===== config.mk =====
export PLATFORM = sky130hd
export DESIGN_NAME = range_arbiter
export DESIGN_NICKNAME = d
export VERILOG_FILES = /design/src/rtl/range_arbiter_pkg.sv /design/src/rtl/range_arbiter_rr.sv /design/src/rtl/range_arbiter.sv
export SDC_FILE = /design/constraint.sdc
export NUM_CORES = 1
export LEC_CHECK = 0
export CAP_MARGIN = 10
export CORE_UTILIZATION = 32
export DETAILED_ROUTE_END_ITERATION = 16
export PLACE_DENSITY = 0.75
export SLEW_MARGIN = 20
export SYNTH_ARGS = -nofsm -noshare
export SYNTH_HDL_FRONTEND = slang
export SYNTH_HIERARCHICAL = 1
export SYNTH_SLANG_ARGS = --single-unit

===== constraint.sdc =====
create_clock -name clock -period 1.33 [get_ports clock]
set_input_delay 0.266 -clock clock [delete_from_list [all_inputs] [get_ports clock]]
set_output_delay 0.266 -clock clock [all_outputs]
set_load 0.02 [all_outputs]

===== src/rtl/range_arbiter_pkg.sv =====
// Shared types and default widths for the two-requester range-finder arbiter.
package range_arb_pkg;

    localparam int DATA_W_DEF  = 8;
    localparam int RF_W_DEF    = 16;
    localparam int TIMEOUT_DEF = 15;

    typedef enum logic [1:0] {
        S_IDLE,
        S_STREAM,
        S_CAPTURE,
        S_RESULT
    } state_e;

    typedef logic req_idx_t;

endpackage


===== src/rtl/range_arbiter_rr.sv =====
// Two-way round-robin grant: a lone request wins, a tie goes to prio_i.
module rr_arbiter2
    import range_arb_pkg::*;
(
    input  logic [1:0] req_i,
    input  req_idx_t   prio_i,
    output logic       any_o,
    output req_idx_t   gnt_o
);

    always_comb begin
        any_o = |req_i;
        gnt_o = prio_i;
        if (req_i == 2'b01) begin
            gnt_o = 1'b0;
        end else if (req_i == 2'b10) begin
            gnt_o = 1'b1;
        end
    end

endmodule


===== src/rtl/range_arbiter.sv =====
// Time-shares one range finder between two burst requesters, round-robin.
// Define RANGE_ARB_TIMEOUT_EN to end a stalled burst after TIMEOUT idle beats.
module range_arbiter
    import range_arb_pkg::*;
#(
    parameter int DATA_W = DATA_W_DEF,
    parameter int RF_W   = RF_W_DEF
`ifdef RANGE_ARB_TIMEOUT_EN
    ,
    parameter int TIMEOUT = TIMEOUT_DEF
`endif
) (
    input  logic              clock,
    input  logic              reset,
    input  logic [1:0]        req_valid,
    input  logic [2*DATA_W-1:0] req_data,
    input  logic [1:0]        req_last,
    output logic [1:0]        req_ready,
    output logic              res_valid,
    output logic              res_id,
    output logic [RF_W-1:0]   res_range,
    output logic              res_error,
    input  logic              res_ready,
    output logic              rf_go,
    output logic              rf_finish,
    output logic [RF_W-1:0]   rf_data,
    input  logic [RF_W-1:0]   rf_range,
    input  logic              rf_error
);

    state_e            state_q;
    req_idx_t          g_q;
    req_idx_t          prio_q;
    req_idx_t          res_id_q;
    req_idx_t          gnt;
    logic              any_req;
    logic              first_q;
    logic              err_q;
    logic              res_error_q;
    logic [RF_W-1:0]   res_range_q;
    logic [DATA_W-1:0] sample;
    logic              stream;
    logic              beat;
    logic              last_beat;
    logic              tmo_fire;
    logic              tmo_fin;

    rr_arbiter2 u_rr (
        .req_i  (req_valid),
        .prio_i (prio_q),
        .any_o  (any_req),
        .gnt_o  (gnt)
    );

`ifdef RANGE_ARB_TIMEOUT_EN
    localparam int CW = $clog2(TIMEOUT + 1);
    logic [CW-1:0]   idle_q;
    logic [RF_W-1:0] last_q;
    assign tmo_fire = stream && (idle_q == CW'(TIMEOUT));
`else
    assign tmo_fire = 1'b0;
`endif

    assign sample    = g_q ? req_data[2*DATA_W-1:DATA_W]
                           : req_data[DATA_W-1:0];
    assign stream    = (state_q == S_STREAM);
    assign beat      = stream && !tmo_fire && req_valid[g_q];
    assign last_beat = beat && req_last[g_q];
    assign tmo_fin   = tmo_fire && !first_q;
    assign req_ready = (stream && !tmo_fire) ? (g_q ? 2'b10 : 2'b01)
                                              : 2'b00;
    assign rf_go     = beat && first_q;
    assign rf_finish = last_beat || tmo_fin;
    assign res_valid = (state_q == S_RESULT);
    assign res_id    = res_id_q;
    assign res_range = res_range_q;
    assign res_error = res_error_q;

    // A timeout finish replays the last sample so the range is unchanged.
    always_comb begin
        rf_data = '0;
        if (beat) begin
            rf_data = RF_W'(sample);
        end
`ifdef RANGE_ARB_TIMEOUT_EN
        else if (tmo_fin) begin
            rf_data = last_q;
        end
`endif
    end

    always_ff @(posedge clock) begin
        if (reset) begin
            state_q     <= S_IDLE;
            g_q         <= 1'b0;
            prio_q      <= 1'b0;
            res_id_q    <= 1'b0;
            first_q     <= 1'b0;
            err_q       <= 1'b0;
            res_error_q <= 1'b0;
            res_range_q <= '0;
`ifdef RANGE_ARB_TIMEOUT_EN
            idle_q      <= '0;
            last_q      <= '0;
`endif
        end else begin
            unique case (state_q)
                S_IDLE: begin
                    if (any_req) begin
                        g_q     <= gnt;
                        first_q <= 1'b1;
                        err_q   <= 1'b0;
                        state_q <= S_STREAM;
`ifdef RANGE_ARB_TIMEOUT_EN
                        idle_q  <= '0;
`endif
                    end
                end
                S_STREAM: begin
                    if (rf_error) begin
                        err_q <= 1'b1;
                    end
                    if (beat) begin
                        first_q <= 1'b0;
                    end
                    if (last_beat) begin
                        state_q <= S_CAPTURE;
                    end
`ifdef RANGE_ARB_TIMEOUT_EN
                    if (beat) begin
                        idle_q <= '0;
                        last_q <= RF_W'(sample);
                    end else begin
                        idle_q <= idle_q + 1'b1;
                    end
                    if (tmo_fire) begin
                        idle_q <= '0;
                        if (first_q) begin
                            state_q <= S_IDLE;
                        end else begin
                            err_q   <= 1'b1;
                            state_q <= S_CAPTURE;
                        end
                    end
`endif
                end
                S_CAPTURE: begin
                    res_range_q <= rf_range;
                    res_error_q <= err_q | rf_error;
                    res_id_q    <= g_q;
                    state_q     <= S_RESULT;
                end
                S_RESULT: begin
                    if (res_ready) begin
                        prio_q  <= ~g_q;
                        state_q <= S_IDLE;
                    end
                end
                default: state_q <= S_IDLE;
            endcase
        end
    end

endmodule


# Word level (Yosys, flattened, before mapping)

Index checks and enable logic that the tools add are counted.

Bits of input ports: 40
Register bits after elaboration: 24
Output and inout bits: 39
Logic and storage cells: 52

Multiplexer cells: 20
Bitwise gates (word level): 2
Order comparisons: 1
Eq/ne operators: 10
Reduce and logical (&&, ||, !) cells: 11

Operators with widths:

| cell               | number |
|---|---|
| $mux 8             | 2 |
| $mux 1             | 10 |
| $mux 2             | 5 |
| $reduce_and 3->1   | 3 |
| $pmux 2 s4         | 1 |
| $eq 2x2->1 const B | 3 |
| $ne 2x2->1 const B | 3 |
| $eq 2x1->1 const B | 2 |
| $ne 2x1->1 const B | 2 |
| $pmux 1 s2         | 2 |
| $reduce_and 2->1   | 2 |
| $logic_and 1x1->1  | 3 |
| $logic_not 2->1    | 1 |
| $lt 1x2->1 const B | 1 |
| $reduce_bool 2->1  | 1 |
| $reduce_or 2->1    | 1 |
| $not 1->1          | 1 |
| $or 1x1->1         | 1 |

# Longest topological paths before layout

Word-level depth: 6
Gate-level depth with buffers: 6
Mapped depth without buffers: 6

# Modules after synthesis

The synthesis kept the hierarchy.

By module, submodules not included:

| module        | cells an instance | times used | area each (sq um) |
|---|---|---|---|
| range_arbiter | 134               | 1          | 1,227.4 |
| rr_arbiter2   | 4                 | 1          | 18.8 |

# Worst setup path after synthesis

Ideal clock, no wire load.

Path type: reg-to-output
Start: reg state_q[1]
End: out rf_data[0]
Buffers on the path: 0
Cell stages (with the launch flop): 5
Data required time: 1,064 ps
Setup slack: -17 ps
Data arrival time: 1,081 ps
Cells stage by stage: dfxtp_1 -> inv_1 -> ha_1 -> nand2_2 -> nor2_1

Longest elaborated chain between the ends: 3

Ends and longest elaborated chain:

| item                     | RTL line             | source |
|---|---|---|
| start: declaration       | range_arbiter.sv:31  | `state_e state_q;` |
| start signal: assignment | range_arbiter.sv:94  | `state_q <= S_IDLE;` |
| start signal: assignment | range_arbiter.sv:113 | `state_q <= S_STREAM;` |
| start signal: assignment | range_arbiter.sv:127 | `state_q <= S_CAPTURE;` |
| $eq 2x1->1               | range_arbiter.sv:66  | `assign stream = (state_q == S_STREAM);` |
| net stream               | range_arbiter.sv:42  | `logic stream;` |
| $logic_and 1x1->1        | range_arbiter.sv:67  | `assign beat = stream && !tmo_fire && req_valid[g_q];` |
| $mux 8                   | range_arbiter.sv:82  | `if (beat) begin` |
| end: declaration         | range_arbiter.sv:26  | `output logic [RF_W-1:0] rf_data,` |

The timed path passes the listed nets, and every way through them passes these cells.

# Worst setup path in the final report

Start: reg g_q
End: out rf_go

Longest elaborated chain between the ends: 4

Ends and longest elaborated chain:

| item                                       | RTL line             | source |
|---|---|---|
| start: declaration                         | range_arbiter.sv:32  | `req_idx_t g_q;` |
| start signal: assignment                   | range_arbiter.sv:110 | `g_q <= gnt;` |
| $mux 1 (implied by the code) (2 in series) | range_arbiter.sv:67  |  |
| $logic_and 1x1->1                          | range_arbiter.sv:67  |  |
| $logic_and 1x1->1                          | range_arbiter.sv:72  | `assign rf_go = beat && first_q;` |
| end: declaration                           | range_arbiter.sv:24  | `output logic rf_go,` |

No other way between the ends. The select of a mux whose other input is x is not followed.

==> metrics.cfg <==
[placement]
dp_slack_ns = -0.722
hpwl_um = 2420
gp_congestion = 0.726
io_buffers = 70
dpl_cell_area_sq_um = 2090

[die]
fp.dieArea_sq_um = 4150
design.core.area_sq_um = 3690
rows = 22
dieHeight_um = 64.4
fp.dieW_um = 64.4
initial_utilization_pct = 33.8
num_io_pins = 79

[logic_synthesis]
syn_avg_cell_area_sq_um = 9.03
synth_area_leaders = dfxtp_1 (39%), mux2i_1 (21%), nor2_1 (9.6%)
synth_seq_cells = 24
synth_common_cells = nor2_1 (32), mux2i_1 (26), dfxtp_1 (24), buf_4 (8), nand2_1 (6)
post-synth-top-area-fraction_pct = 38.6
synth_flop_cell = dfxtp_1
synthDistinctLibCells = 29
yosysWarnings = 6
synth_area_sq_um = 1250
synth_edf_count = 0
netlist_instances = 138
async_flop_share_pct = 0
synth_area_leader_cell = dfxtp_1
synth.most_common_cell = nor2_1
ys_seq_area_share_pct = 38.6

[clock_tree]
cts.sinks = 24
insertion_delay_ns = 0.27
h-tree-depth = 1
cts-hold-fix-buffers = 0
tritoncts.num_buffers = 3
cts_root_buffer = clkbuf_8
cts_tree = done
clockBufferDepth = 2
path_clk_slew_ns = 0.09

[critical_path]
critPathCaptureType = output port
cp_max_fo = 3
path_class = flip-flop to output port
startpoint_type = flip-flop
timing.critical_path.cells = mux2_4 > and3_4 > buf_6
critPathMaxStageDelay_ns = 0.37
cp.arrival_ns = 1.27
slowest_stage = dfxtp_4
crit_required_ns = 1.06
worstRegToRegCells = 8

[sta]
setup_viol = 13
timing.final.hold_violations = 0
fin_ws_ns = -0.210
fmax_ghz = 0.649
period_needed_ns = 1.54
fin_crit_sh_pct = 116
finalMaxSlewViolations = 0
skew_ns = 0.00784
rsz0062_at_grt = yes
fin_tns_setup_ns = -2.26

[pwr]
power.density_cell_area_nw_per_um2 = 1550
p_comb_share_pct = 56.8
clkPwrFrac_pct = 14.2
power.internal_w = 0.00215
p_leak_nw = 0.978
pwr-share-seq_pct = 29.0
swShare_pct = 37.2
switchingPower_w = 0.00127
vdd_drop_max_mv = 0.893

[route]
vias = 1209
postRouteAntennaNets = 0
drt-total-wl_um = 3270
drc_errors = 0
vias_per_cell = 4.44
drtIter0Drc = 15
wire_per_inst_um = 12.0
first_pass_iters = 4

[finish]
num_antenna_cells = 0
area_growth_pct = 77.8
fin_nets = 269
fin_util_pct = 60.1
fin_area_sq_um = 2220
drive_gt1_share_pct = 25.9

[global_route]
grt_pass1_wl_um = 4930
grt_max_degree = 14
grt_pass1_vias = 1060
antenna_found_initial = 0
grt_overflow = 0
track_usage_pct = 15.1

[outcome]
status = finished with violations
violations = setup timing

[worst_hold_path]
whs_path_depth = 2
hold_path.class = flip-flop to flip-flop

[job]
max_cap_violations = 0

-- registers in the layout (all words and copies together) (netlist names) --
name       count
res_id         1
g_q            1
res_range     16
first_q        1
state_q        2
err_q          1
prio_q         1
res_error      1
-- metal layers --
layer,GRT usage (%),share of wire (%)
met1,17.5,42
met2,27.5,54
met3,3.04,3.6
met4,4.72,0.49
met5,0,0
-- cell usage in the layout, fill, tap and decap left out, drive strengths merged, types with 6 or more instances in the layout --
master / instances
nor2: 32
nand2: 9
mux2i: 26
buf: 33
conb: 8
dfxtp: 24
a21oi: 6
dlygate4sd2: 20
clkdlybuf4s50: 37
-- path summary, 6_finish.rpt --
kind / from / to / slack (ns)
max: g_q / rf_go / -0.21
min: res_id / res_id / 0.49
max reg2reg: state_q[0] / err_q / -0.07
min reg2reg: res_id / res_id / 0.49
-- final cells by class --
cell class                      instances  area [sq um]
Clock buffer                            4          55.1
Timing Repair Buffer                   90           815
Fill cell                             335          1470
Sequential cell                        24           489
Tap cell                               48          60.1
Multi-Input combinational cell        103           781
Inverter                                3          16.3
-- critical path: cells and delay by family, from the launching register on --
family | cells | cell delay (ns)
buffers and inverters | 1 | 0.12
DFF | 1 | 0.37
muxes | 1 | 0.33
and+or+nand+nor | 1 | 0.18
-- power by group through the flow --
stage,clock network (W),logic [W],registers [W]
6_report,0.000487,0.00194,0.000993
5_1_grt,0.000541,0.00209,0.00102
4_1_cts,0.000495,0.00182,0.000981
3_5_place_dp,0,0.00179,0.000980
3_3_place_gp,0,0.00177,0.000983
2_1_floorplan,0,0.000888,0.00111
-- cells by family after synthesis --
| logic type | Yosys count | share of synthesized area, % |
|---|---|---|
| simple gates | 51 | 19.2 |
| mux | 27 | 22.1 |
| flops | 24 | 38.6 |
| buf+inv | 18 | 8.73 |
| compound gates | 13 | 7.13 |
| fa+ha+maj | 4 | 4.02 |
| other cells | 1 | 0.301 |
-- per-stage QoR --
stage | instances | total power (W) | hold slack, ns
2_1_floorplan | 145 | 0.00200 | 0.413
3_3_place_gp | 268 | 0.00275 | 0.476
3_5_place_dp | 268 | 0.00277 | 0.480
4_1_cts | 272 | 0.00330 | 0.499
5_1_grt | 272 | 0.00365 | 0.537
6_report | 272 | 0.00343 | 0.491
-- what timing repair did --
| action | 4_1_cts | 5_1_grt |
|---|---|---|
| endpoints found under the setup margin | 35 | 34 |
| gates cloned | 0 | 0 |
| buffers inserted | 1 | 1 |
| resized for setup | 96 | 17 |
| pin swaps | 6 | 5 |
(Power assumes the default switching activity.)
